### config.mk
export PLATFORM = sky130hd
export DESIGN_NAME = reg_bank_write_port
export DESIGN_NICKNAME = d
export VERILOG_FILES = /design/src/rtl/reg_bank_write_port.sv
export SDC_FILE = /design/constraint.sdc
export NUM_CORES = 1
export LEC_CHECK = 0
export ABC_CLOCK_PERIOD_IN_PS = 1320
export CORE_MARGIN = 2
export CORE_UTILIZATION = 45
export CTS_BUF_LIST = sky130_fd_sc_hd__clkbuf_8
export CTS_CLUSTER_SIZE = 30
export DETAILED_ROUTE_END_ITERATION = 6
export PLACE_DENSITY = 0.78
export SETUP_SLACK_MARGIN = 0.15
export SLEW_MARGIN = 25
export SYNTH_ARGS = -nofsm -noshare
export SYNTH_HDL_FRONTEND = slang
export SYNTH_SLANG_ARGS = --single-unit
### constraint.sdc
create_clock -name CLK -period 1.32 [get_ports CLK]
set_clock_uncertainty 0.1 [all_clocks]
set_input_delay 0.264 -clock CLK [delete_from_list [all_inputs] [get_ports CLK]]
set_output_delay 0.264 -clock CLK [all_outputs]
set_load 0.05 [all_outputs]
### src/rtl/reg_bank_write_port.sv
// Write side of the 8-entry register file: address-decoded writes plus a
// sequencer that clears the bank one entry per cycle on request.
module reg_bank_write_port #(
    parameter int unsigned           WIDTH   = 4,
    parameter logic [WIDTH-1:0]      RST_VAL = '0
) (
    input  logic             CLK,
    input  logic             RST,
    input  logic [2:0]       WA,
    input  logic [WIDTH-1:0] WDin,
    input  logic             WE,
    input  logic             CLR_REQ,
    output logic             BUSY,
    output logic             WACK,
    output logic [WIDTH-1:0] Dout0,
    output logic [WIDTH-1:0] Dout1,
    output logic [WIDTH-1:0] Dout2,
    output logic [WIDTH-1:0] Dout3,
    output logic [WIDTH-1:0] Dout4,
    output logic [WIDTH-1:0] Dout5,
    output logic [WIDTH-1:0] Dout6,
    output logic [WIDTH-1:0] Dout7
);

    typedef enum logic [0:0] {StIdle, StClear} state_e;

    state_e           state_q;
    logic [2:0]       cnt_q;
    logic             busy_q;
    logic             wack_q;
    logic [WIDTH-1:0] mem_q [8];

    always_ff @(posedge CLK or posedge RST) begin
        if (RST) begin
            state_q <= StIdle;
            cnt_q   <= 3'd0;
            busy_q  <= 1'b0;
            wack_q  <= 1'b0;
            for (int i = 0; i < 8; i++) begin
                mem_q[i] <= RST_VAL;
            end
        end else begin
            unique case (state_q)
                StIdle: begin
                    wack_q <= 1'b0;
                    // Clear request wins over a simultaneous write.
                    if (CLR_REQ) begin
                        state_q <= StClear;
                        cnt_q   <= 3'd0;
                        busy_q  <= 1'b1;
                    end else if (WE) begin
                        mem_q[WA] <= WDin;
                        wack_q    <= 1'b1;
                    end
                end
                StClear: begin
                    wack_q       <= 1'b0;
                    mem_q[cnt_q] <= RST_VAL;
                    cnt_q        <= cnt_q + 3'd1;
                    if (cnt_q == 3'd7) begin
                        state_q <= StIdle;
                        busy_q  <= 1'b0;
                    end
                end
                default: begin
                    state_q <= StIdle;
                    busy_q  <= 1'b0;
                    wack_q  <= 1'b0;
                end
            endcase
        end
    end

    assign BUSY  = busy_q;
    assign WACK  = wack_q;
    assign Dout0 = mem_q[0];
    assign Dout1 = mem_q[1];
    assign Dout2 = mem_q[2];
    assign Dout3 = mem_q[3];
    assign Dout4 = mem_q[4];
    assign Dout5 = mem_q[5];
    assign Dout6 = mem_q[6];
    assign Dout7 = mem_q[7];

endmodule

==> run_summary.xml <==
<?xml version="1.0" encoding="UTF-8"?>
<metrics>
  <group name="run_status">
    <metric name="outcome" unit="">finished, violations left</metric>
    <metric name="failing_checks" unit="">setup timing</metric>
  </group>
  <group name="logic_synthesis">
    <metric name="synth.ff_latch_count" unit="">38</metric>
    <metric name="yosys-mux-area-fraction" unit="">0.1889</metric>
    <metric name="synth.distinct_cells" unit="">19</metric>
    <metric name="synthTopCellsByArea" unit="">dfrtp_1, mux2i_1, nand2_1</metric>
    <metric name="synth_fp_nets" unit="">161</metric>
    <metric name="ys.flop_type" unit="">dfrtp_1</metric>
    <metric name="share_of_the_synthesized_area_in_compound_gates_ao_oa_aoi_oai" unit="">0.01993</metric>
    <metric name="synthMostInstantiatedCell" unit="">nand2_1</metric>
    <metric name="synth_area_in_simple_gates" unit="">0.1860</metric>
    <metric name="post_synthesis_adder_cell_area_fraction" unit="">0.02214</metric>
    <metric name="synth.largest_area_cell" unit="">dfrtp_1</metric>
    <metric name="synth_warnings" unit="">0</metric>
    <metric name="synth_enable_flop_cells" unit="">0</metric>
    <metric name="postSynthCellCount" unit="">147</metric>
    <metric name="synth_common_cells" unit="">nand2_1, dfrtp_1, mux2i_1, inv_1</metric>
    <metric name="largest_family_of_logic_cells_by_synthesized_area" unit="">multiplexers</metric>
    <metric name="cell_area_after_technology_mapping" unit="um^2">1695</metric>
    <metric name="yosysTopAreaCellShare" unit="">0.5609</metric>
    <metric name="yosysSeqAreaShare" unit="">0.5609</metric>
    <metric name="async_flop_share" unit="">1.000</metric>
    <metric name="syn_area_per_cell" unit="um^2">11.53</metric>
    <metric name="synth_xor_xnor_area_share" unit="">0</metric>
  </group>
  <group name="routing">
    <metric name="postRouteAntennaNets" unit="">0</metric>
    <metric name="dr_drc_count" unit="">0</metric>
    <metric name="first_pass_iters" unit="">4</metric>
    <metric name="vias" unit="">1567</metric>
    <metric name="routed_length_per_instance" unit="um">19.71</metric>
    <metric name="average_via_count_per_standard_cell" unit="">5.441</metric>
    <metric name="dr.first_iter.drc_count" unit="">129</metric>
    <metric name="drt-total-wl" unit="mm">5.676</metric>
  </group>
  <group name="worst_setup_path">
    <metric name="crit_path_dat" unit="ps">1480</metric>
    <metric name="critPathTopFamily" unit="">flip-flops</metric>
    <metric name="worst_path_max_delay_cell" unit="">dfrtp_2</metric>
    <metric name="maximum_fanout_along_the_worst_path" unit="">4</metric>
    <metric name="critPathBufInv" unit="">2</metric>
    <metric name="path_cells" unit="">buf_4, buf_6, nand4bb_4, nand2_1, mux2i_1</metric>
    <metric name="timing.critical_path.slowest_cell_delay" unit="ps">440</metric>
    <metric name="type_of_the_worst_setup_path" unit="">reg2reg</metric>
    <metric name="start_kind" unit="">flop</metric>
    <metric name="crit_required" unit="ps">1390</metric>
    <metric name="worst-r2r-setup-slack" unit="ps">-80</metric>
    <metric name="critical_path.endpoint_type" unit="">flop</metric>
  </group>
  <group name="final_layout">
    <metric name="final_core_util" unit="">0.8702</metric>
    <metric name="layout-drive-gt1-share" unit="">0.5042</metric>
    <metric name="number_of_nets_in_the_layout" unit="">253</metric>
    <metric name="area_growth_syn_to_layout" unit="%">86.49</metric>
    <metric name="layout.filler_cells" unit="">163</metric>
    <metric name="n_antenna_cell" unit="">0</metric>
  </group>
  <group name="power_and_ir_drop">
    <metric name="net-switching-power" unit="uW">2971</metric>
    <metric name="cellPowerDensity" unit="nW/um^2">2359</metric>
    <metric name="power.total" unit="uW">7459</metric>
    <metric name="leakage_power_total" unit="uW">0.001621</metric>
    <metric name="p_clk_frac" unit="">0.169</metric>
    <metric name="peakVddDrop" unit="V">0.001707</metric>
    <metric name="pwr-share-seq" unit="">0.262</metric>
    <metric name="switching_share" unit="">0.3984</metric>
    <metric name="comb_power_share" unit="">0.570</metric>
    <metric name="internal-power" unit="uW">4488</metric>
  </group>
  <group name="die">
    <metric name="start_util" unit="">0.4666</metric>
    <metric name="core_area" unit="um^2">3633</metric>
    <metric name="ioPinCount" unit="">45</metric>
    <metric name="floorplan.die_area" unit="um^2">4275</metric>
    <metric name="rows" unit="">22</metric>
    <metric name="die_h" unit="um">65.38</metric>
    <metric name="die_width" unit="um">65.38</metric>
  </group>
  <group name="global_route">
    <metric name="grt_use_total" unit="">0.2603</metric>
    <metric name="globalRouteOverflowTotal" unit="">0</metric>
    <metric name="grt_antenna_before_repair" unit="">0</metric>
    <metric name="grt_pass1_wl" unit="mm">8.259</metric>
    <metric name="maximum_number_of_pins_on_one_net_before_global_route_repair" unit="">39</metric>
    <metric name="grt_pass1_vias" unit="">1603</metric>
  </group>
  <group name="clock_tree">
    <metric name="clock_tree_root" unit="">clkbuf_8</metric>
    <metric name="clock_insertion_delay_worst_skew" unit="ps">290</metric>
    <metric name="cts_made_buffers" unit="">5</metric>
    <metric name="tritoncts_num_sinks" unit="">38</metric>
    <metric name="tritoncts" unit="">built</metric>
    <metric name="cts_buffer_depth" unit="">2</metric>
    <metric name="htree_levels" unit="">2</metric>
    <metric name="ctsHoldBuffers" unit="">0</metric>
    <metric name="cts.reportedPaths.clkPinSlew" unit="ps">90</metric>
  </group>
  <group name="timing">
    <metric name="setup_ws" unit="ps">-84.69</metric>
    <metric name="worst_relative_slew_slack" unit="">0.7625</metric>
    <metric name="setup_viol" unit="">21</metric>
    <metric name="slew_violations" unit="">0</metric>
    <metric name="final_period_demand_of_the_worst_path" unit="ps">1405</metric>
    <metric name="tightest_pin_transition" unit="ps">355.8</metric>
    <metric name="highest_clock_rate" unit="MHz">711.9</metric>
    <metric name="grt_setup_unrepaired" unit="">yes</metric>
    <metric name="final_min_period_over_clock_period" unit="">1.064</metric>
    <metric name="hold_viol_final" unit="">0</metric>
  </group>
  <group name="job">
    <metric name="drv.max_cap_violation_count" unit="">0</metric>
  </group>
  <group name="placement">
    <metric name="routabilityCongestion" unit="">0.8235</metric>
    <metric name="io_buffer_count" unit="">44</metric>
    <metric name="hpwlAfterDp" unit="mm">3.108</metric>
  </group>
  <group name="hold_path">
    <metric name="min-delay-path-class" unit="">in2async</metric>
  </group>
</metrics>
per-layer routing:
metal,up-vias,GRT usage,wire (um)
met5,-,0,0
met4,0,0.08333,97
met3,16,0.06678,409
met2,88,0.4477,2972
met1,774,0.3204,2196
li1,689,-,-
cell families (layout without fill, tap and decap cells):
| logic type | Yosys count | count (layout) |
|---|---|---|
| simple gates | 59 | 59 |
| compound gates | 6 | 6 |
| flops | 38 | 38 |
| mux | 32 | 32 |
| buf+inv | 9 | 102 |
| fa+ha+maj | 3 | 3 |
worst paths after layout:
| path | start | end | cells past startpoint |
|---|---|---|---|
| min in group CLK | WE | WACK$_DFF_PP0_ | 2 |
| hold / removal | RST | Dout0[2]$_DFFE_PP0P_ | 3 |
| hold reg to reg | Dout3[3]$_DFFE_PP0P_ | Dout3[3]$_DFFE_PP0P_ | 2 |
| max in group asynchronous | RST | cnt_q[2]$_DFFE_PP0P_ | 3 |
| setup reg to reg | cnt_q[0]$_DFFE_PP0P_ | Dout2[0]$_DFFE_PP0P_ | 5 |
| setup / recovery | cnt_q[0]$_DFFE_PP0P_ | Dout2[0]$_DFFE_PP0P_ | 5 |
flip-flops by register name, summed over array words and instances (netlist names):
signal	count
Dout0	4
Dout1	4
Dout2	4
Dout3	4
Dout4	4
Dout5	4
Dout6	4
Dout7	4
cnt_q	3
BUSY	1
WACK	1
state_q	1
power groups by stage:
| stage | Sequential, uW | Clock [uW] | Combinational, uW |
|---|---|---|---|
| 2_1_floorplan | 2830 | 0 | 640 |
| 3_3_place_gp | 1920 | 0 | 3290 |
| 3_5_place_dp | 1940 | 0 | 3370 |
| 4_1_cts | 1920 | 1220 | 3900 |
| 5_1_grt | 1990 | 1300 | 4420 |
| 6_report | 1950 | 1260 | 4250 |
cells in the final DEF (no fill, tap or decap), types with 2 or more instances in the layout:
cell,instances
nand4bb_4,3
buf_4,38
and4bb_2,2
dfrtp_1,34
nand4b_1,3
buf_12,36
nand4_1,2
ha_1,3
clkbuf_8,6
nand2_1,23
clkdlybuf4s50_1,5
bufinv_16,2
dlygate4sd2_1,5
a21oi_1,3
dfrtp_2,4
o21ai_0,2
inv_1,5
nand2_2,18
buf_6,4
mux2i_1,32
worst min-delay path: stages:
cell	delay, ps
clkdlybuf4s50_1	440
clkinvlp_4	100
buf_12	220
per-stage QoR:
stage	TNS [ps]	cell area, um^2	hold slack, ps	setup WS [ps]	cells
4_1_cts	-412.6	3039	269.0	-60.84	277
2_1_floorplan	-157.8	1719	130.0	-36.91	147
5_1_grt	-2075	3162	288.2	-133.4	288
3_5_place_dp	-12760	2643	467.6	-437.0	249
6_report	-880.0	3162	246.6	-84.69	288
3_3_place_gp	-11560	2643	461.3	-387.5	249
timing repair:
action / in CTS / in global routing
setup buffers: 20 / 11
endpoints found under the setup margin: 70 / 71
endpoints found under the hold margin: 0 / 0
gates cloned: 0 / 0
pin swaps: 35 / 8
gates resized for setup: 29 / 13
final cells by class:
class | count | area [um^2] | area share
clock buffers | 6 | 82.58 | 0.02612
repair buffers | 88 | 1145 | 0.3621
multi-input cells | 100 | 832.0 | 0.2632
flip-flops and latches | 38 | 955.9 | 0.3023
clock inverters | 2 | 60.06 | 0.01899
well taps | 48 | 60.06 | 0.01899
inverters | 6 | 26.28 | 0.008310
No activity file was read; power rests on OpenSTA's default activity.
